File: src/rtl/cdr_link_pkg.sv
// Shared types and constants for the CDR link supervisor: state encoding,
// statistics counter width and the backoff length helper.
package cdr_link_pkg;

  localparam int STATE_W           = 3;
  localparam int STAT_W            = 16;
  localparam int BACKOFF_SHIFT_CAP = 8;

  typedef enum logic [STATE_W-1:0] {
    ST_IDLE      = 3'd0,
    ST_RST       = 3'd1,
    ST_WAIT_LOCK = 3'd2,
    ST_SETTLE    = 3'd3,
    ST_UP        = 3'd4,
    ST_BACKOFF   = 3'd5,
    ST_FAULT     = 3'd6
  } sup_state_t;

  // Backoff doubles per consecutive failure; the first failure (retry=1) gets base.
  function automatic int backoff_len(input int base, input logic [3:0] retry);
    int sh;
    sh = (retry == 4'd0) ? 0 : int'(retry) - 1;
    if (sh > BACKOFF_SHIFT_CAP) sh = BACKOFF_SHIFT_CAP;
    return base << sh;
  endfunction

endpackage

File: src/rtl/sup_sat_counter.sv
// Saturating up-counter with a synchronous clear that wins over increment.
module sup_sat_counter #(
  parameter int W = 16
) (
  input  logic         i_clk,
  input  logic         i_rst_n,
  input  logic         i_inc,
  input  logic         i_clr,
  output logic [W-1:0] o_count
);

  logic [W-1:0] r_count;

  always_ff @(posedge i_clk or negedge i_rst_n) begin
    if (!i_rst_n) begin
      r_count <= '0;
    end else if (i_clr) begin
      r_count <= '0;
    end else if (i_inc && (r_count != {W{1'b1}})) begin
      r_count <= r_count + W'(1);
    end
  end

  assign o_count = r_count;

endmodule

File: src/rtl/cdr_link_supervisor.sv
// CDR bring-up supervisor: reset, lock wait, settle qualification, bit_valid
// watchdog and doubling-backoff retrain. Define CDR_SUP_STATS_EN for the stat counters.
module cdr_link_supervisor
  import cdr_link_pkg::*;
#(
  parameter int RST_HOLD     = 16,
  parameter int LOCK_TIMEOUT = 4096,
  parameter int SETTLE       = 128,
  parameter int VALID_GAP    = 64,
  parameter int BACKOFF_BASE = 256,
  parameter int MAX_RETRY    = 7
) (
  input  logic               clk_link,
  input  logic               rst_n,
  input  logic               enable,
  input  logic               clear_stats,
  input  logic               cdr_locked,
  input  logic               cdr_bit_valid,
  output logic               cdr_rst_n,
  output logic               link_up,
  output logic               fault,
  output logic [STATE_W-1:0] sup_state,
  output logic [3:0]         retry_cnt,
  output logic [STAT_W-1:0]  loss_cnt,
  output logic [STAT_W-1:0]  attempt_cnt
);

  localparam int TMR_BO_MAX = BACKOFF_BASE << BACKOFF_SHIFT_CAP;
  localparam int TMR_MAX    = (LOCK_TIMEOUT > TMR_BO_MAX) ? LOCK_TIMEOUT : TMR_BO_MAX;
  localparam int TMR_W      = $clog2(TMR_MAX + 1);
  localparam logic [3:0] MAX_RETRY_L = 4'(MAX_RETRY);

  sup_state_t       r_state, w_next_state;
  logic [TMR_W-1:0] r_timer, w_timer_next;
  logic [3:0]       r_retry, w_retry_next, w_retry_inc;
  logic             w_timer_zero, w_fail, w_loss, w_attempt;
  logic             r_cdr_rst_n, r_link_up, r_fault;

  always_comb begin
    w_timer_zero = (r_timer == '0);
    w_retry_inc  = (r_retry == 4'hF) ? r_retry : r_retry + 4'd1;
    w_next_state = r_state;
    w_retry_next = r_retry;
    w_fail       = 1'b0;
    w_loss       = 1'b0;
    if (!enable) begin
      w_next_state = ST_IDLE;
      w_retry_next = '0;
    end else begin
      case (r_state)
        ST_IDLE: begin
          w_retry_next = '0;
          w_next_state = ST_RST;
        end
        ST_RST:       if (w_timer_zero) w_next_state = ST_WAIT_LOCK;
        ST_WAIT_LOCK: begin
          if (cdr_locked)        w_next_state = ST_SETTLE;
          else if (w_timer_zero) w_fail = 1'b1;
        end
        ST_SETTLE: begin
          // A drop on the final settle cycle still counts as a failure.
          if (!cdr_locked) begin
            w_fail = 1'b1;
          end else if (w_timer_zero) begin
            w_next_state = ST_UP;
            w_retry_next = '0;
          end
        end
        ST_UP: begin
          if (!cdr_locked || (w_timer_zero && !cdr_bit_valid)) begin
            w_loss       = 1'b1;
            w_next_state = ST_RST;
          end
        end
        ST_BACKOFF:   if (w_timer_zero) w_next_state = ST_RST;
        ST_FAULT:     w_next_state = ST_FAULT;
        default:      w_next_state = ST_IDLE;
      endcase
      if (w_fail) begin
        w_retry_next = w_retry_inc;
        w_next_state = (w_retry_inc >= MAX_RETRY_L) ? ST_FAULT : ST_BACKOFF;
      end
    end

    // Shared timer: reloaded on entry, bit_valid rearms the UP watchdog, never wraps.
    w_timer_next = w_timer_zero ? r_timer : r_timer - TMR_W'(1);
    if (w_next_state != r_state) begin
      case (w_next_state)
        ST_RST:       w_timer_next = TMR_W'(RST_HOLD - 1);
        ST_WAIT_LOCK: w_timer_next = TMR_W'(LOCK_TIMEOUT - 1);
        ST_SETTLE:    w_timer_next = TMR_W'(SETTLE - 1);
        ST_UP:        w_timer_next = TMR_W'(VALID_GAP - 1);
        ST_BACKOFF:   w_timer_next = TMR_W'(backoff_len(BACKOFF_BASE, w_retry_next) - 1);
        default:      w_timer_next = '0;
      endcase
    end else if ((r_state == ST_UP) && cdr_bit_valid) begin
      w_timer_next = TMR_W'(VALID_GAP - 1);
    end

    w_attempt = (w_next_state == ST_RST) && (r_state != ST_RST);
  end

  always_ff @(posedge clk_link or negedge rst_n) begin
    if (!rst_n) begin
      r_state     <= ST_IDLE;
      r_timer     <= '0;
      r_retry     <= '0;
      r_cdr_rst_n <= 1'b0;
      r_link_up   <= 1'b0;
      r_fault     <= 1'b0;
    end else begin
      r_state     <= w_next_state;
      r_timer     <= w_timer_next;
      r_retry     <= w_retry_next;
      r_cdr_rst_n <= (w_next_state inside {ST_WAIT_LOCK, ST_SETTLE, ST_UP});
      r_link_up   <= (w_next_state == ST_UP);
      r_fault     <= (w_next_state == ST_FAULT);
    end
  end

  assign cdr_rst_n = r_cdr_rst_n;
  assign link_up   = r_link_up;
  assign fault     = r_fault;
  assign sup_state = r_state;
  assign retry_cnt = r_retry;

`ifdef CDR_SUP_STATS_EN
  sup_sat_counter #(.W(STAT_W)) u_loss_cnt (
    .i_clk   (clk_link),
    .i_rst_n (rst_n),
    .i_inc   (w_loss),
    .i_clr   (clear_stats),
    .o_count (loss_cnt)
  );

  sup_sat_counter #(.W(STAT_W)) u_attempt_cnt (
    .i_clk   (clk_link),
    .i_rst_n (rst_n),
    .i_inc   (w_attempt),
    .i_clr   (clear_stats),
    .o_count (attempt_cnt)
  );
`else
  logic w_unused_stats;
  assign w_unused_stats = ^{clear_stats, w_loss, w_attempt};
  assign loss_cnt       = '0;
  assign attempt_cnt    = '0;
`endif

endmodule

File: config.mk
export PLATFORM = sky130hd
export DESIGN_NAME = cdr_link_supervisor
export DESIGN_NICKNAME = d
export VERILOG_FILES = /design/src/rtl/cdr_link_pkg.sv /design/src/rtl/sup_sat_counter.sv /design/src/rtl/cdr_link_supervisor.sv
export SDC_FILE = /design/constraint.sdc
export NUM_CORES = 1
export LEC_CHECK = 0
export ABC_CLOCK_PERIOD_IN_PS = 8900
export CORE_MARGIN = 2
export CORE_UTILIZATION = 32
export CTS_BUF_LIST = sky130_fd_sc_hd__clkbuf_4
export DETAILED_ROUTE_END_ITERATION = 7
export SLEW_MARGIN = 20
export SYNTH_ARGS = -nofsm -noshare
export SYNTH_HDL_FRONTEND = slang
export SYNTH_SLANG_ARGS = --single-unit
File: constraint.sdc
create_clock -name clk_link -period 8.9 [get_ports clk_link]
set_input_delay 0.89 -clock clk_link [delete_from_list [all_inputs] [get_ports clk_link]]
set_output_delay 0.89 -clock clk_link [all_outputs]
set_load 0.1 [all_outputs]
==> results of run 1 <==
## how the worst max path moves through the flow
| stage | startpoint | endpoint | cells past startpoint |
|---|---|---|---|
| 2_1_floorplan | retry_cnt[1] | r_timer[10] | 17 |
| 3_3_place_gp | cdr_locked | r_timer[10] | 15 |
| 6_report | cdr_locked | r_timer[14] | 15 |
| 5_1_grt | cdr_locked | r_timer[10] | 15 |
| 4_1_cts | cdr_locked | r_timer[10] | 15 |
| 3_5_place_dp | cdr_locked | r_timer[10] | 15 |
## area by class of cell
type	count	area share (%)
flip-flops and latches	27	24.97
multi-input cells	268	61.95
well taps	102	4.716
inverters	13	1.803
clock inverters	1	0.2774
clock buffers	3	0.8322
repair buffers	15	5.455
## tightest hold or removal path: stages, from the launching register on
cell	delay (ns)
sky130_fd_sc_hd__dfrtp_1	0.42
sky130_fd_sc_hd__xor2_1	0.08
sky130_fd_sc_hd__nand2_1	0.07
sky130_fd_sc_hd__a21oi_2	0.05
## stage by stage
| step | total power, µW | cells | hold WS [ns] | worst slack, ns | instance area, µm² |
|---|---|---|---|---|---|
| after global placement | 351.4 | 425 | 0.6115 | 3.921 | 2670 |
| after global routing | 439.2 | 429 | 0.6818 | 3.946 | 2706 |
| final | 410.0 | 429 | 0.6417 | 4.249 | 2706 |
| after detailed placement | 354.1 | 425 | 0.6162 | 3.911 | 2670 |
| after floorplan | 335.0 | 355 | 0.5820 | 4.602 | 2709 |
| after CTS | 411.4 | 429 | 0.6449 | 4.298 | 2700 |
## cells in the mapped netlist (3+ instances only)
master | count | area share (%)
sky130_fd_sc_hd__nor3b_1 | 4 | 1.2
sky130_fd_sc_hd__nor3_1 | 8 | 1.5
sky130_fd_sc_hd__nor2_1 | 24 | 3.5
sky130_fd_sc_hd__nor4_1 | 8 | 1.9
sky130_fd_sc_hd__xor2_1 | 11 | 3.7
sky130_fd_sc_hd__or4_1 | 3 | 0.87
sky130_fd_sc_hd__nand3_1 | 10 | 1.9
sky130_fd_sc_hd__o21a_1 | 3 | 0.87
sky130_fd_sc_hd__ha_1 | 7 | 3.4
sky130_fd_sc_hd__mux2_2 | 3 | 1.3
sky130_fd_sc_hd__buf_4 | 34 | 9.8
sky130_fd_sc_hd__dfrtp_1 | 27 | 26
sky130_fd_sc_hd__nand2_1 | 33 | 4.8
sky130_fd_sc_hd__o31ai_1 | 8 | 2.3
sky130_fd_sc_hd__xnor2_1 | 6 | 2.0
sky130_fd_sc_hd__clkbuf_1 | 10 | 1.4
sky130_fd_sc_hd__or3_1 | 9 | 2.2
sky130_fd_sc_hd__a21oi_1 | 21 | 4.1
sky130_fd_sc_hd__o21ai_0 | 9 | 1.7
sky130_fd_sc_hd__nor2b_1 | 4 | 0.97
sky130_fd_sc_hd__inv_1 | 10 | 1.4
sky130_fd_sc_hd__a31oi_1 | 8 | 1.9
sky130_fd_sc_hd__nand4_1 | 4 | 0.97
sky130_fd_sc_hd__o211ai_1 | 4 | 1.2
## logic make-up (layout without fill, tap and decap cells)
family	count (synthesis)	after routing	share of synthesized area, %
compound gates	78	78	20.90
other cells	1	32	0.1446
buf+inv	60	32	14.00
fa+ha+maj	7	7	3.378
simple gates	129	129	27.70
flops	27	27	26.06
xor+xnor	17	17	5.743
mux	5	5	2.075
## power by group through the flow
stage | combinational, µW | clock (µW) | sequential (µW)
after floorplan | 166 | 0 | 169
after global placement | 186 | 0 | 166
after detailed placement | 188 | 0 | 166
after CTS | 188 | 59.3 | 164
after global routing | 207 | 65.0 | 167
final | 189 | 57.0 | 164
## metal layers
layer	up-vias	global-route usage [%]	wire length [µm]
li1	1112	-	-
met1	1093	19.80	2719
met2	66	23.63	2929
met3	4	2.809	353
met4	0	1.812	46
met5	-	0	0
## sequential cells by signal, summed over array words and instances (netlist names)
| signal | count |
|---|---|
| cdr_rst_n | 1 |
| fault | 1 |
| link_up | 1 |
| r_timer | 17 |
| retry_cnt | 4 |
| sup_state | 3 |
==> impl_results.html, run 1 <==
<table>
<tr><th>Metric</th><th>Value</th></tr>
<tr><th colspan="2">Die</th></tr>
<tr><td>Number of top-level pins</td><td>48</td></tr>
<tr><td>Floorplan row count</td><td>32</td></tr>
<tr><td>Floorplan die height</td><td>94.01 µm</td></tr>
<tr><td>Initial core utilization</td><td>33.21%</td></tr>
<tr><td>Die area</td><td>8838 µm²</td></tr>
<tr><td>Area of the core</td><td>7807 µm²</td></tr>
<tr><td>DIE WIDTH</td><td>94.01 µm</td></tr>
<tr><th colspan="2">Route</th></tr>
<tr><td>DR vias/cell</td><td>5.303</td></tr>
<tr><td>Average routed wire per standard cell</td><td>14.10 µm</td></tr>
<tr><td>Number of detailed-routing iterations run before antenna repair</td><td>4</td></tr>
<tr><td>Number of design rule violations left after detail routing</td><td>0</td></tr>
<tr><td>Routed WL</td><td>6048 µm</td></tr>
<tr><td>Via count</td><td>2275</td></tr>
<tr><td>Final ANT Viol Nets</td><td>0</td></tr>
<tr><td>DRT iter0 DRCs</td><td>111</td></tr>
<tr><th colspan="2">Min path</th></tr>
<tr><td>Beginning of the worst hold path</td><td>r_timer[10]</td></tr>
<tr><td>Kind of path behind the tightest hold check</td><td>reg -&gt; reg</td></tr>
<tr><td>Hold endpoint</td><td>r_timer[10]</td></tr>
<tr><td>Number of cells on the worst hold path</td><td>3</td></tr>
<tr><th colspan="2">Cells and area</th></tr>
<tr><td>Final Net Count</td><td>341</td></tr>
<tr><td>Layout area overhead</td><td>4.392%</td></tr>
<tr><td>Register area</td><td>675.6 µm²</td></tr>
<tr><td>Most common library cell in the layout ignoring fill and taps</td><td>sky130_fd_sc_hd__nand2_1</td></tr>
<tr><td>Multi-input gate area</td><td>1677 µm²</td></tr>
<tr><td>Utilization after layout</td><td>34.66%</td></tr>
<tr><td>Commonest non-fill, non-tap cells in the layout</td><td>sky130_fd_sc_hd__nand2_1 (33), sky130_fd_sc_hd__conb_1 (32), sky130_fd_sc_hd__dfrtp_1 (27)</td></tr>
<tr><td>Antenna diodes</td><td>0</td></tr>
<tr><td>Layout fillers</td><td>838</td></tr>
<tr><td>Fraction of final layout cells sized beyond drive strength 1</td><td>9.174%</td></tr>
<tr><th colspan="2">Power and ir drop</th></tr>
<tr><td>Net switching component of the power</td><td>201.6 µW</td></tr>
<tr><td>Switching share of power</td><td>49.16%</td></tr>
<tr><td>Static power due to leakage</td><td>0.001195 µW</td></tr>
<tr><td>Relative contribution of combinational cells to total power</td><td>46.1%</td></tr>
<tr><td>Clock power share</td><td>13.9%</td></tr>
<tr><td>Power share of the sequential group</td><td>40.0%</td></tr>
<tr><td>Power Internal</td><td>208.4 µW</td></tr>
<tr><td>Areal power density over the cells</td><td>151.5 nW/µm²</td></tr>
<tr><td>VDD IR-drop max</td><td>0.00006906 V</td></tr>
<tr><th colspan="2">Critical path</th></tr>
<tr><td>Required time of the critical path</td><td>9.11 ns</td></tr>
<tr><td>Crit Path Category</td><td>in -&gt; reg</td></tr>
<tr><td>Data arrival time of the critical path</td><td>4.86 ns</td></tr>
<tr><td>Critical R2R Capture</td><td>r_timer[14]</td></tr>
<tr><td>Maximum fanout along the worst path</td><td>10</td></tr>
<tr><td>Cell with the largest stage delay on the worst path</td><td>sky130_fd_sc_hd__clkdlybuf4s50_1</td></tr>
<tr><td>R2R setup slack</td><td>4.49 ns</td></tr>
<tr><td>List of cells traversed by the critical path</td><td>clkdlybuf4s50_1 -&gt; nor3b_2 -&gt; nand2_2 -&gt; o22a_1 -&gt; mux2_2 -&gt; ha_1 -&gt; o41ai_1 -&gt; nand2_1 -&gt; o31ai_1 -&gt; nand3_1 -&gt; or3_1 -&gt; ha_1 -&gt; nand2_2 -&gt; mux2i_1 -&gt; o31ai_1</td></tr>
<tr><td>CP endpoint kind</td><td>register</td></tr>
<tr><td>Depth of the most critical reg-to-reg path</td><td>16</td></tr>
<tr><td>CP Launch Type</td><td>input pin</td></tr>
<tr><td>Worst reg2reg startpoint</td><td>r_timer[0]</td></tr>
<tr><td>Delay-heaviest family, CP</td><td>simple AND/OR/NAND/NOR gates</td></tr>
<tr><td>CP peak stage delay</td><td>0.59 ns</td></tr>
<tr><td>Worst path bufs/invs</td><td>1</td></tr>
<tr><th colspan="2">STA</th></tr>
<tr><td>Count of endpoints failing setup in the final report</td><td>0</td></tr>
<tr><td>Unrepaired setup endpoints after global routing</td><td>false</td></tr>
<tr><td>Final Max Tran Viols</td><td>0</td></tr>
<tr><td>Slew Limit Headroom</td><td>34.68%</td></tr>
<tr><td>Post-Route Setup TNS</td><td>0 ns</td></tr>
<tr><td>Worst setup skew after layout</td><td>0.02381 ns</td></tr>
<tr><td>Worst Tran Pin Value</td><td>0.9768 ns</td></tr>
<tr><td>Minimum clock period after layout</td><td>4.651 ns</td></tr>
<tr><td>Final worst-path cycle share</td><td>52.26%</td></tr>
<tr><td>Number of hold violations in the final report</td><td>0</td></tr>
<tr><td>Highest clock rate</td><td>215.0 MHz</td></tr>
<tr><th colspan="2">Global route</th></tr>
<tr><td>Global Route Usage Sum</td><td>14.28%</td></tr>
<tr><td>Global-route wire length before repair</td><td>10190 µm</td></tr>
<tr><td>Total gr overflow</td><td>0</td></tr>
<tr><td>Vias in the first global route</td><td>2038</td></tr>
<tr><td>Largest net degree at the start of global routing</td><td>28</td></tr>
<tr><td>Antenna violations before repair</td><td>0</td></tr>
<tr><th colspan="2">Yosys</th></tr>
<tr><td>Async SR Flop Fraction</td><td>100.0%</td></tr>
<tr><td>Share of synthesized area occupied by flip-flops and latches</td><td>26.06%</td></tr>
<tr><td>Number of warnings issued by yosys</td><td>0</td></tr>
<tr><td>Post-synthesis cell area</td><td>2592 µm²</td></tr>
<tr><td>Number of enable-type register cells in the synthesized netlist</td><td>0</td></tr>
<tr><td>Synth Instances</td><td>324</td></tr>
<tr><td>#FFs+latches synth</td><td>27</td></tr>
<tr><td>Post-Synthesis Mean Instance Area</td><td>8.002 µm²</td></tr>
<tr><td>Synth Flop Type</td><td>sky130_fd_sc_hd__dfrtp_1</td></tr>
<tr><td>Count of distinct cell types in the synthesized netlist</td><td>65</td></tr>
<tr><th colspan="2">Clock network</th></tr>
<tr><td>TritonCTS clock tree</td><td>built</td></tr>
<tr><td>Hold bufs inserted after CTS</td><td>0</td></tr>
<tr><td>Setup Fix Bufs, Post-CTS</td><td>0</td></tr>
<tr><td>Clk sinks</td><td>27</td></tr>
<tr><td>Cells resized by post-CTS repair</td><td>0</td></tr>
<tr><td>Clock tree root buffer cell</td><td>sky130_fd_sc_hd__clkbuf_4</td></tr>
<tr><td>Clk buf depth</td><td>2</td></tr>
<tr><td>Number of clock buffers inserted by TritonCTS</td><td>3</td></tr>
<tr><td>Clock insertion delay at the later pin of the skew report</td><td>0.34 ns</td></tr>
<tr><td>Clock-pin slew on the worst setup and hold paths</td><td>0.17 ns</td></tr>
<tr><td>CTS H-Tree Depth</td><td>1</td></tr>
<tr><th colspan="2">Run status</th></tr>
<tr><td>Outcome</td><td>finished, final reports clean</td></tr>
<tr><th colspan="2">Placement</th></tr>
<tr><td>Routability Congestion</td><td>0.8379</td></tr>
<tr><td>Port-buffer cells</td><td>14</td></tr>
<tr><td>Sum of net half-perimeters after detailed placement</td><td>4561 µm</td></tr>
<tr><th colspan="2">Run</th></tr>
<tr><td>Max cap viols</td><td>0</td></tr>
</table>
Note: power is estimated with default switching activity, not from simulation.
==> run 2: changes to the inputs <==
- ABC_CLOCK_PERIOD_IN_PS: 8900 -> 4100
- clock period: 8.9 -> 4.1 ns (I/O delays scaled with it)
==> run 2 against run 1 <==
  * Utilization increased by 1.9 points
  * Worst setup slack got worse by 4.0 ns
  * Clock power rose by 120%
  * Sequential cell count unchanged
  * Register-to-register slack lost 4.2 ns
  * Clock skew decreased by 0.021 ns
==> impl_results.html, run 2 (synthesized netlist as in run 1, its figures left out) <==
<table>
<tr><th>Metric</th><th>Value</th></tr>
<tr><th colspan="2">STA</th></tr>
<tr><td>Final worst-path cycle share</td><td>93.83%</td></tr>
<tr><td>Worst setup skew after layout</td><td>0.003021 ns (-0.02079 ns)</td></tr>
<tr><td>Number of hold violations in the final report</td><td>0 (unchanged)</td></tr>
<tr><td>Worst Tran Pin Value</td><td>0.9842 ns (+0.007435 ns)</td></tr>
<tr><td>Post-Route Setup TNS</td><td>0 ns (unchanged)</td></tr>
<tr><td>Minimum clock period after layout</td><td>3.847 ns</td></tr>
<tr><td>Final Max Tran Viols</td><td>0 (unchanged)</td></tr>
<tr><td>Count of endpoints failing setup in the final report</td><td>0 (unchanged)</td></tr>
<tr><td>Slew Limit Headroom</td><td>34.18% (-0.50 points)</td></tr>
<tr><td>Unrepaired setup endpoints after global routing</td><td>false</td></tr>
<tr><td>Highest clock rate</td><td>259.9 MHz</td></tr>
<tr><th colspan="2">Clock network</th></tr>
<tr><td>TritonCTS clock tree</td><td>built</td></tr>
<tr><td>Number of clock buffers inserted by TritonCTS</td><td>3 (unchanged)</td></tr>
<tr><td>Hold bufs inserted after CTS</td><td>0 (unchanged)</td></tr>
<tr><td>CTS H-Tree Depth</td><td>1 (unchanged)</td></tr>
<tr><td>Clock tree root buffer cell</td><td>sky130_fd_sc_hd__clkbuf_4</td></tr>
<tr><td>Setup Fix Bufs, Post-CTS</td><td>0 (unchanged)</td></tr>
<tr><td>Clk sinks</td><td>27 (unchanged)</td></tr>
<tr><td>Clk buf depth</td><td>2 (unchanged)</td></tr>
<tr><td>Cells resized by post-CTS repair</td><td>0 (unchanged)</td></tr>
<tr><td>Clock-pin slew on the worst setup and hold paths</td><td>0.15 ns (-0.02 ns)</td></tr>
<tr><td>Clock insertion delay at the later pin of the skew report</td><td>0.33 ns (about the same)</td></tr>
<tr><th colspan="2">Critical path</th></tr>
<tr><td>CP peak stage delay</td><td>0.57 ns (-0.02 ns)</td></tr>
<tr><td>Launching element of the worst setup path</td><td>r_timer[12]</td></tr>
<tr><td>Cell with the largest stage delay on the worst path</td><td>sky130_fd_sc_hd__or4_1</td></tr>
<tr><td>CP Launch Type</td><td>register</td></tr>
<tr><td>Crit Path Category</td><td>reg -&gt; reg</td></tr>
<tr><td>R2R setup slack</td><td>0.25 ns (-4.24 ns)</td></tr>
<tr><td>Depth of the most critical reg-to-reg path</td><td>14 (-2)</td></tr>
<tr><td>Maximum fanout along the worst path</td><td>8 (-2)</td></tr>
<tr><td>CP endpoint kind</td><td>register</td></tr>
<tr><td>Worst reg2reg startpoint</td><td>r_timer[12]</td></tr>
<tr><td>Critical R2R Capture</td><td>r_timer[14]</td></tr>
<tr><td>List of cells traversed by the critical path</td><td>or4_1 -&gt; or4_4 -&gt; o21ai_0 -&gt; mux2_2 -&gt; ha_1 -&gt; buf_4 -&gt; inv_1 -&gt; or3_1 -&gt; a31oi_1 -&gt; nand2_1 -&gt; ha_1 -&gt; nand2_2 -&gt; mux2i_1 -&gt; o31ai_1</td></tr>
<tr><td>Cell type with the highest occurrence count on the critical path</td><td>sky130_fd_sc_hd__ha_1</td></tr>
<tr><td>Endpoint of the most critical setup path</td><td>r_timer[14]</td></tr>
<tr><td>Required time of the critical path</td><td>4.33 ns (-4.78 ns)</td></tr>
<tr><td>Data arrival time of the critical path</td><td>4.07 ns (-0.79 ns)</td></tr>
<tr><th colspan="2">Route</th></tr>
<tr><td>Via count</td><td>2307 (+1.4%)</td></tr>
<tr><td>DR vias/cell</td><td>5.138 (-3.1%)</td></tr>
<tr><td>Final ANT Viol Nets</td><td>0 (unchanged)</td></tr>
<tr><td>Routed WL</td><td>6172 µm (+2.1%)</td></tr>
<tr><td>Number of detailed-routing iterations run before antenna repair</td><td>4 (unchanged)</td></tr>
<tr><td>DRT iter0 DRCs</td><td>96 (-14%)</td></tr>
<tr><td>Average routed wire per standard cell</td><td>13.75 µm (-2.5%)</td></tr>
<tr><td>Number of design rule violations left after detail routing</td><td>0 (unchanged)</td></tr>
<tr><th colspan="2">Power and ir drop</th></tr>
<tr><td>Net switching component of the power</td><td>431.2 µW (+110%)</td></tr>
<tr><td>Areal power density over the cells</td><td>318.1 nW/µm² (+110%)</td></tr>
<tr><td>Design Power</td><td>908.3 µW (+120%)</td></tr>
<tr><td>Power share of the sequential group</td><td>38.4% (-1.6 points)</td></tr>
<tr><td>VDD IR-drop max</td><td>0.0001141 V (+65%)</td></tr>
<tr><td>Relative contribution of combinational cells to total power</td><td>47.8% (+1.7 points)</td></tr>
<tr><td>Static power due to leakage</td><td>0.001287 µW (+7.8%)</td></tr>
<tr><td>Clock power share</td><td>13.8% (about the same)</td></tr>
<tr><td>Power Internal</td><td>477.1 µW (+130%)</td></tr>
<tr><td>Switching share of power</td><td>47.48% (-1.7 points)</td></tr>
<tr><th colspan="2">Cells and area</th></tr>
<tr><td>Flip-flop count of the largest register after layout</td><td>17 (unchanged)</td></tr>
<tr><td>Final Net Count</td><td>361 (+5.9%)</td></tr>
<tr><td>Most flops, register</td><td>r_timer</td></tr>
<tr><td>Layout area overhead</td><td>10.14%</td></tr>
<tr><td>Most common library cell in the layout ignoring fill and taps</td><td>sky130_fd_sc_hd__nand2_1</td></tr>
<tr><td>Commonest non-fill, non-tap cells in the layout</td><td>sky130_fd_sc_hd__nand2_1 (33), sky130_fd_sc_hd__conb_1 (32), sky130_fd_sc_hd__nor2_1 (24)</td></tr>
<tr><td>Antenna diodes</td><td>0 (unchanged)</td></tr>
<tr><td>Fraction of final layout cells sized beyond drive strength 1</td><td>15.27% (+6.1 points)</td></tr>
<tr><th colspan="2">Die</th></tr>
<tr><td>Floorplan row count</td><td>32 (unchanged)</td></tr>
<tr><td>Die area</td><td>8838 µm² (unchanged)</td></tr>
<tr><td>Floorplan die height</td><td>94.01 µm (unchanged)</td></tr>
<tr><td>DIE WIDTH</td><td>94.01 µm (unchanged)</td></tr>
<tr><td>Initial core utilization</td><td>33.21% (unchanged)</td></tr>
<tr><td>Number of top-level pins</td><td>48 (unchanged)</td></tr>
<tr><td>Area of the core</td><td>7807 µm² (unchanged)</td></tr>
<tr><th colspan="2">Global route</th></tr>
<tr><td>Antenna violations before repair</td><td>0 (unchanged)</td></tr>
<tr><td>Vias in the first global route</td><td>2150 (+5.5%)</td></tr>
<tr><td>Global Route Usage Sum</td><td>14.66% (+0.38 points)</td></tr>
<tr><td>Total gr overflow</td><td>0 (unchanged)</td></tr>
<tr><td>Largest net degree at the start of global routing</td><td>28 (unchanged)</td></tr>
<tr><td>Global-route wire length before repair</td><td>10450 µm (+2.6%)</td></tr>
<tr><th colspan="2">Placement</th></tr>
<tr><td>Port-buffer cells</td><td>14 (unchanged)</td></tr>
<tr><td>Routability Congestion</td><td>0.8609 (+2.7%)</td></tr>
<tr><td>Sum of net half-perimeters after detailed placement</td><td>4813 µm (+5.5%)</td></tr>
<tr><th colspan="2">Run</th></tr>
<tr><td>Max cap viols</td><td>0 (unchanged)</td></tr>
<tr><th colspan="2">Run status</th></tr>
<tr><td>Outcome</td><td>finished, final reports clean</td></tr>
<tr><th colspan="2">Min path</th></tr>
<tr><td>Kind of path behind the tightest hold check</td><td>in -&gt; async</td></tr>
</table>
## run 2: worst min-delay path by stage
stage                     depth (start not counted)  slack (ns)            to
after floorplan                                   0        0.11     cdr_rst_n
after global placement                            3        0.62   r_timer[10]
after detailed placement                          3        0.62   r_timer[10]
after CTS                                         2        0.45  sup_state[2]
after global routing                              2        0.46  sup_state[1]
final                                             2        0.44  sup_state[0]
## run 2: metrics by stage
step | setup WS [ns] | hold slack [ns] | cell area (µm²) | util [%] | instances
after global placement | 0.1345 | 0.6165 | 2825 | 36.19 | 445
after floorplan | 0.06888 | 0.1144 | 2714 | - | 355
final | 0.2529 | 0.4381 | 2855 | 36.57 | 449
after CTS | 0.2216 | 0.4549 | 2855 | 36.57 | 449
after detailed placement | 0.03695 | 0.6199 | 2825 | 36.19 | 445
after global routing | 0.005461 | 0.4556 | 2855 | 36.57 | 449
## run 2: worst max-delay path, delay by kind of cell (launching register included)
| kind | cells | cell delay [ns] |
|---|---|---|
| AND/OR/NAND/NOR | 5 | 1.66 |
| flip-flops | 1 | 0.49 |
| AO/OA/AOI/OAI | 3 | 0.53 |
| buffers and inverters | 2 | 0.21 |
| multiplexers | 2 | 0.43 |
| adder cells (fa/ha/maj) | 2 | 0.41 |
## run 2: cell type report
type	instances	area [µm²]
inverter	13	48.80
tap	102	127.6
timing repair buffer	35	297.8
fill	847	4952
sequential	27	680.7
multi-input combinational	268	1670
clock buffer	4	30.03
## run 2: power by group through the flow
stage / sequential (µW) / combinational (µW) / clock [µW]
floorplan: 366 / 361 / 0
global placement: 353 / 431 / 0
detailed placement: 356 / 433 / 0
CTS: 350 / 434 / 131
global route: 356 / 473 / 140
finish: 349 / 434 / 125
## run 2: metal layers
metal	up-vias	track usage, %	wire (µm)	share of wire (%)
li1	1159	-	-	-
met1	1095	20.18	2963	48
met2	49	24.64	2926	47
met3	4	2.488	240	3.9
met4	0	2.053	42	0.68
met5	-	0	0	0
==> run 3: changes to the inputs <==
- RECOVER_POWER: not set -> 100
==> run 3 against run 2 <==
  * Design area is 1.2% lower
  * Largest power group unchanged
  * Largest cell class unchanged
  * Clock power hardly changed
  * Count of clock-buffer cells in the layout stayed put
  * The run now ends with max-capacitance violations, max-slew violations left
  * Register-to-register slack worse by 0.02 ns
  * First-iteration DRC count is 6.3% higher
  * Clock skew is 0.00060 ns lower
  * Highest routed layer unchanged
  * Critical endpoint unchanged
  * Sequential power hardly changed
  * Global-route usage stayed put
==> impl_results.html, run 3 (synthesized netlist as in run 1, its figures left out) <==
<table>
<tr><th>Metric</th><th>Value</th></tr>
<tr><th colspan="2">Min path</th></tr>
<tr><td>Kind of path behind the tightest hold check</td><td>reg -&gt; reg</td></tr>
<tr><td>Number of cells on the worst hold path</td><td>3</td></tr>
<tr><td>Hold endpoint</td><td>r_timer[10]</td></tr>
<tr><td>Beginning of the worst hold path</td><td>r_timer[10]</td></tr>
<tr><th colspan="2">Clock network</th></tr>
<tr><td>CTS H-Tree Depth</td><td>1 (unchanged)</td></tr>
<tr><td>Clk sinks</td><td>27 (unchanged)</td></tr>
<tr><td>Clock insertion delay at the later pin of the skew report</td><td>0.33 ns (about the same)</td></tr>
<tr><td>Hold bufs inserted after CTS</td><td>0 (unchanged)</td></tr>
<tr><td>TritonCTS clock tree</td><td>built</td></tr>
<tr><td>Number of clock buffers inserted by TritonCTS</td><td>3 (unchanged)</td></tr>
<tr><td>Setup Fix Bufs, Post-CTS</td><td>0 (unchanged)</td></tr>
<tr><td>Clock-pin slew on the worst setup and hold paths</td><td>0.15 ns (about the same)</td></tr>
<tr><td>Clock tree root buffer cell</td><td>sky130_fd_sc_hd__clkbuf_4</td></tr>
<tr><td>Cells resized by post-CTS repair</td><td>0 (unchanged)</td></tr>
<tr><td>Clk buf depth</td><td>2 (unchanged)</td></tr>
<tr><th colspan="2">Cells and area</th></tr>
<tr><td>Commonest non-fill, non-tap cells in the layout</td><td>sky130_fd_sc_hd__nand2_1 (34), sky130_fd_sc_hd__conb_1 (32), sky130_fd_sc_hd__nor2_1 (24)</td></tr>
<tr><td>Antenna diodes</td><td>0 (unchanged)</td></tr>
<tr><td>Flip-flop count of the largest register after layout</td><td>17 (unchanged)</td></tr>
<tr><td>Register area</td><td>680.7 µm² (unchanged)</td></tr>
<tr><td>Number of non-filler instances in the completed layout</td><td>449 (unchanged)</td></tr>
<tr><td>Most common library cell in the layout ignoring fill and taps</td><td>sky130_fd_sc_hd__nand2_1</td></tr>
<tr><td>Fraction of final layout cells sized beyond drive strength 1</td><td>12.39% (-2.9 points)</td></tr>
<tr><td>Most flops, register</td><td>r_timer</td></tr>
<tr><td>Layout fillers</td><td>855 (+0.94%)</td></tr>
<tr><td>Multi-input gate area</td><td>1655 µm² (-0.90%)</td></tr>
<tr><td>Final Net Count</td><td>361 (unchanged)</td></tr>
<tr><td>Layout area overhead</td><td>8.832%</td></tr>
<tr><th colspan="2">STA</th></tr>
<tr><td>Minimum clock period after layout</td><td>3.866 ns (+0.01896 ns)</td></tr>
<tr><td>Highest clock rate</td><td>258.7 MHz (-0.49%)</td></tr>
<tr><td>Final Max Tran Viols</td><td>27 (+27)</td></tr>
<tr><td>Number of hold violations in the final report</td><td>0 (unchanged)</td></tr>
<tr><td>Final worst-path cycle share</td><td>94.29% (+0.46 points)</td></tr>
<tr><td>Post-Route Setup TNS</td><td>0 ns (unchanged)</td></tr>
<tr><td>Worst Tran Pin Value</td><td>1.504 ns (+0.5199 ns)</td></tr>
<tr><td>Final WS setup</td><td>0.2339 ns (-0.01896 ns)</td></tr>
<tr><td>Slew Limit Headroom</td><td>-0.2700% (-34 points)</td></tr>
<tr><td>Hold Worst Slack</td><td>0.6483 ns (+0.2102 ns)</td></tr>
<tr><td>Worst setup skew after layout</td><td>0.002423 ns (-0.0005972 ns)</td></tr>
<tr><td>Unrepaired setup endpoints after global routing</td><td>false</td></tr>
<tr><td>Count of endpoints failing setup in the final report</td><td>0 (unchanged)</td></tr>
<tr><th colspan="2">Die</th></tr>
<tr><td>Floorplan row count</td><td>32 (unchanged)</td></tr>
<tr><td>Die area</td><td>8838 µm² (unchanged)</td></tr>
<tr><td>Area of the core</td><td>7807 µm² (unchanged)</td></tr>
<tr><td>Number of top-level pins</td><td>48 (unchanged)</td></tr>
<tr><td>DIE WIDTH</td><td>94.01 µm (unchanged)</td></tr>
<tr><td>Initial core utilization</td><td>33.21% (unchanged)</td></tr>
<tr><td>Floorplan die height</td><td>94.01 µm (unchanged)</td></tr>
<tr><th colspan="2">Global route</th></tr>
<tr><td>Total gr overflow</td><td>0 (unchanged)</td></tr>
<tr><td>Global Route Usage Sum</td><td>14.66% (unchanged)</td></tr>
<tr><td>Largest net degree at the start of global routing</td><td>28 (unchanged)</td></tr>
<tr><td>Global-route wire length before repair</td><td>10450 µm (unchanged)</td></tr>
<tr><td>Vias in the first global route</td><td>2150 (unchanged)</td></tr>
<tr><td>Antenna violations before repair</td><td>0 (unchanged)</td></tr>
<tr><th colspan="2">Run status</th></tr>
<tr><td>Failing checks</td><td>max-capacitance violations, max-slew violations</td></tr>
<tr><td>Outcome</td><td>complete, but fails checks</td></tr>
<tr><th colspan="2">Placement</th></tr>
<tr><td>Cell total after placement</td><td>445 (unchanged)</td></tr>
<tr><td>Port-buffer cells</td><td>14 (unchanged)</td></tr>
<tr><td>Sum of net half-perimeters after detailed placement</td><td>4813 µm (unchanged)</td></tr>
<tr><td>Setup Slack @ Placement</td><td>0.03695 ns (unchanged)</td></tr>
<tr><td>Routability Congestion</td><td>0.8609 (unchanged)</td></tr>
<tr><th colspan="2">Route</th></tr>
<tr><td>DRT iter0 DRCs</td><td>102 (+6.3%)</td></tr>
<tr><td>DR vias/cell</td><td>5.122 (-0.30%)</td></tr>
<tr><td>Routed WL</td><td>6161 µm (-0.18%)</td></tr>
<tr><td>Number of design rule violations left after detail routing</td><td>0 (unchanged)</td></tr>
<tr><td>Via count</td><td>2300 (-0.30%)</td></tr>
<tr><td>Number of detailed-routing iterations run before antenna repair</td><td>4 (unchanged)</td></tr>
<tr><td>Final ANT Viol Nets</td><td>0 (unchanged)</td></tr>
<tr><td>Average routed wire per standard cell</td><td>13.72 µm (-0.18%)</td></tr>
<tr><th colspan="2">Critical path</th></tr>
<tr><td>Worst reg2reg startpoint</td><td>r_timer[12]</td></tr>
<tr><td>Critical R2R Capture</td><td>r_timer[14]</td></tr>
<tr><td>CP endpoint kind</td><td>register</td></tr>
<tr><td>Depth of the most critical reg-to-reg path</td><td>14 (unchanged)</td></tr>
<tr><td>R2R setup slack</td><td>0.23 ns (-0.02 ns)</td></tr>
<tr><td>Maximum fanout along the worst path</td><td>8 (unchanged)</td></tr>
<tr><td>Data arrival time of the critical path</td><td>4.09 ns (+0.02 ns)</td></tr>
<tr><td>Crit Path Category</td><td>reg -&gt; reg</td></tr>
<tr><td>CP Launch Type</td><td>register</td></tr>
<tr><td>Required time of the critical path</td><td>4.33 ns (about the same)</td></tr>
<tr><th colspan="2">Power and ir drop</th></tr>
<tr><td>VDD IR-drop max</td><td>0.0001140 V (about the same)</td></tr>
<tr><td>Areal power density over the cells</td><td>320.2 nW/µm² (+0.64%)</td></tr>
<tr><td>Static power due to leakage</td><td>0.001294 µW (+0.48%)</td></tr>
<tr><th colspan="2">Run</th></tr>
<tr><td>Max cap viols</td><td>1 (+1)</td></tr>
</table>
## run 3: worst max-delay path by stage
stage | start | end | depth (start not counted)
global route | r_timer[12] | r_timer[14] | 14
floorplan | sup_state[2] | r_timer[10] | 15
finish | r_timer[12] | r_timer[14] | 14
detailed placement | cdr_locked | r_timer[14] | 14
global placement | cdr_locked | r_timer[14] | 14
CTS | r_timer[12] | r_timer[14] | 14
## run 3: through the flow
stage               cell area (µm²)  util (%)  total power [µW]
finish                         2821     36.14             903.3
global route                   2821     36.14             964.2
CTS                            2855     36.57             914.2
detailed placement             2825     36.19             788.1
global placement               2825     36.19             783.9
floorplan                      2714         -             727.4
## run 3: where the power goes
group          internal (µW)  leakage, µW  switching (µW)
Clock                   44.8    0.0000184            80.2
Combinational            124     0.000922             305
Sequential               304     0.000354            44.6
## run 3: cell type report
cell class | instances | share of cell area, %
multi-input cells | 268 | 58.67
flip-flops and latches | 27 | 24.12
repair buffers | 35 | 9.889
well taps | 102 | 4.523
inverters | 13 | 1.729
clock buffers | 4 | 1.064
## run 3: routing by layer
metal  vias up  global-route usage (%)  part of all wire (%)
met5         -                       0                     0
met4         0                   2.053                  0.68
met3         4                   2.488                   3.1
met2        38                   24.64                    47
met1      1099                   20.18                    49
li1       1159                       -                     -
## run 3: critical path, cell delays in order (launching register included)
cell and delay, ns:
sky130_fd_sc_hd__dfrtp_1 0.49, sky130_fd_sc_hd__or4_1 0.58, sky130_fd_sc_hd__or4_4 0.53, sky130_fd_sc_hd__o21ai_0 0.22, sky130_fd_sc_hd__mux2_2 0.22, sky130_fd_sc_hd__ha_1 0.18
sky130_fd_sc_hd__buf_4 0.16, sky130_fd_sc_hd__inv_1 0.05, sky130_fd_sc_hd__or3_1 0.36, sky130_fd_sc_hd__a31oi_1 0.22, sky130_fd_sc_hd__nand2_1 0.11, sky130_fd_sc_hd__ha_1 0.23
sky130_fd_sc_hd__nand2_1 0.11, sky130_fd_sc_hd__mux2i_1 0.22, sky130_fd_sc_hd__o31ai_1 0.09
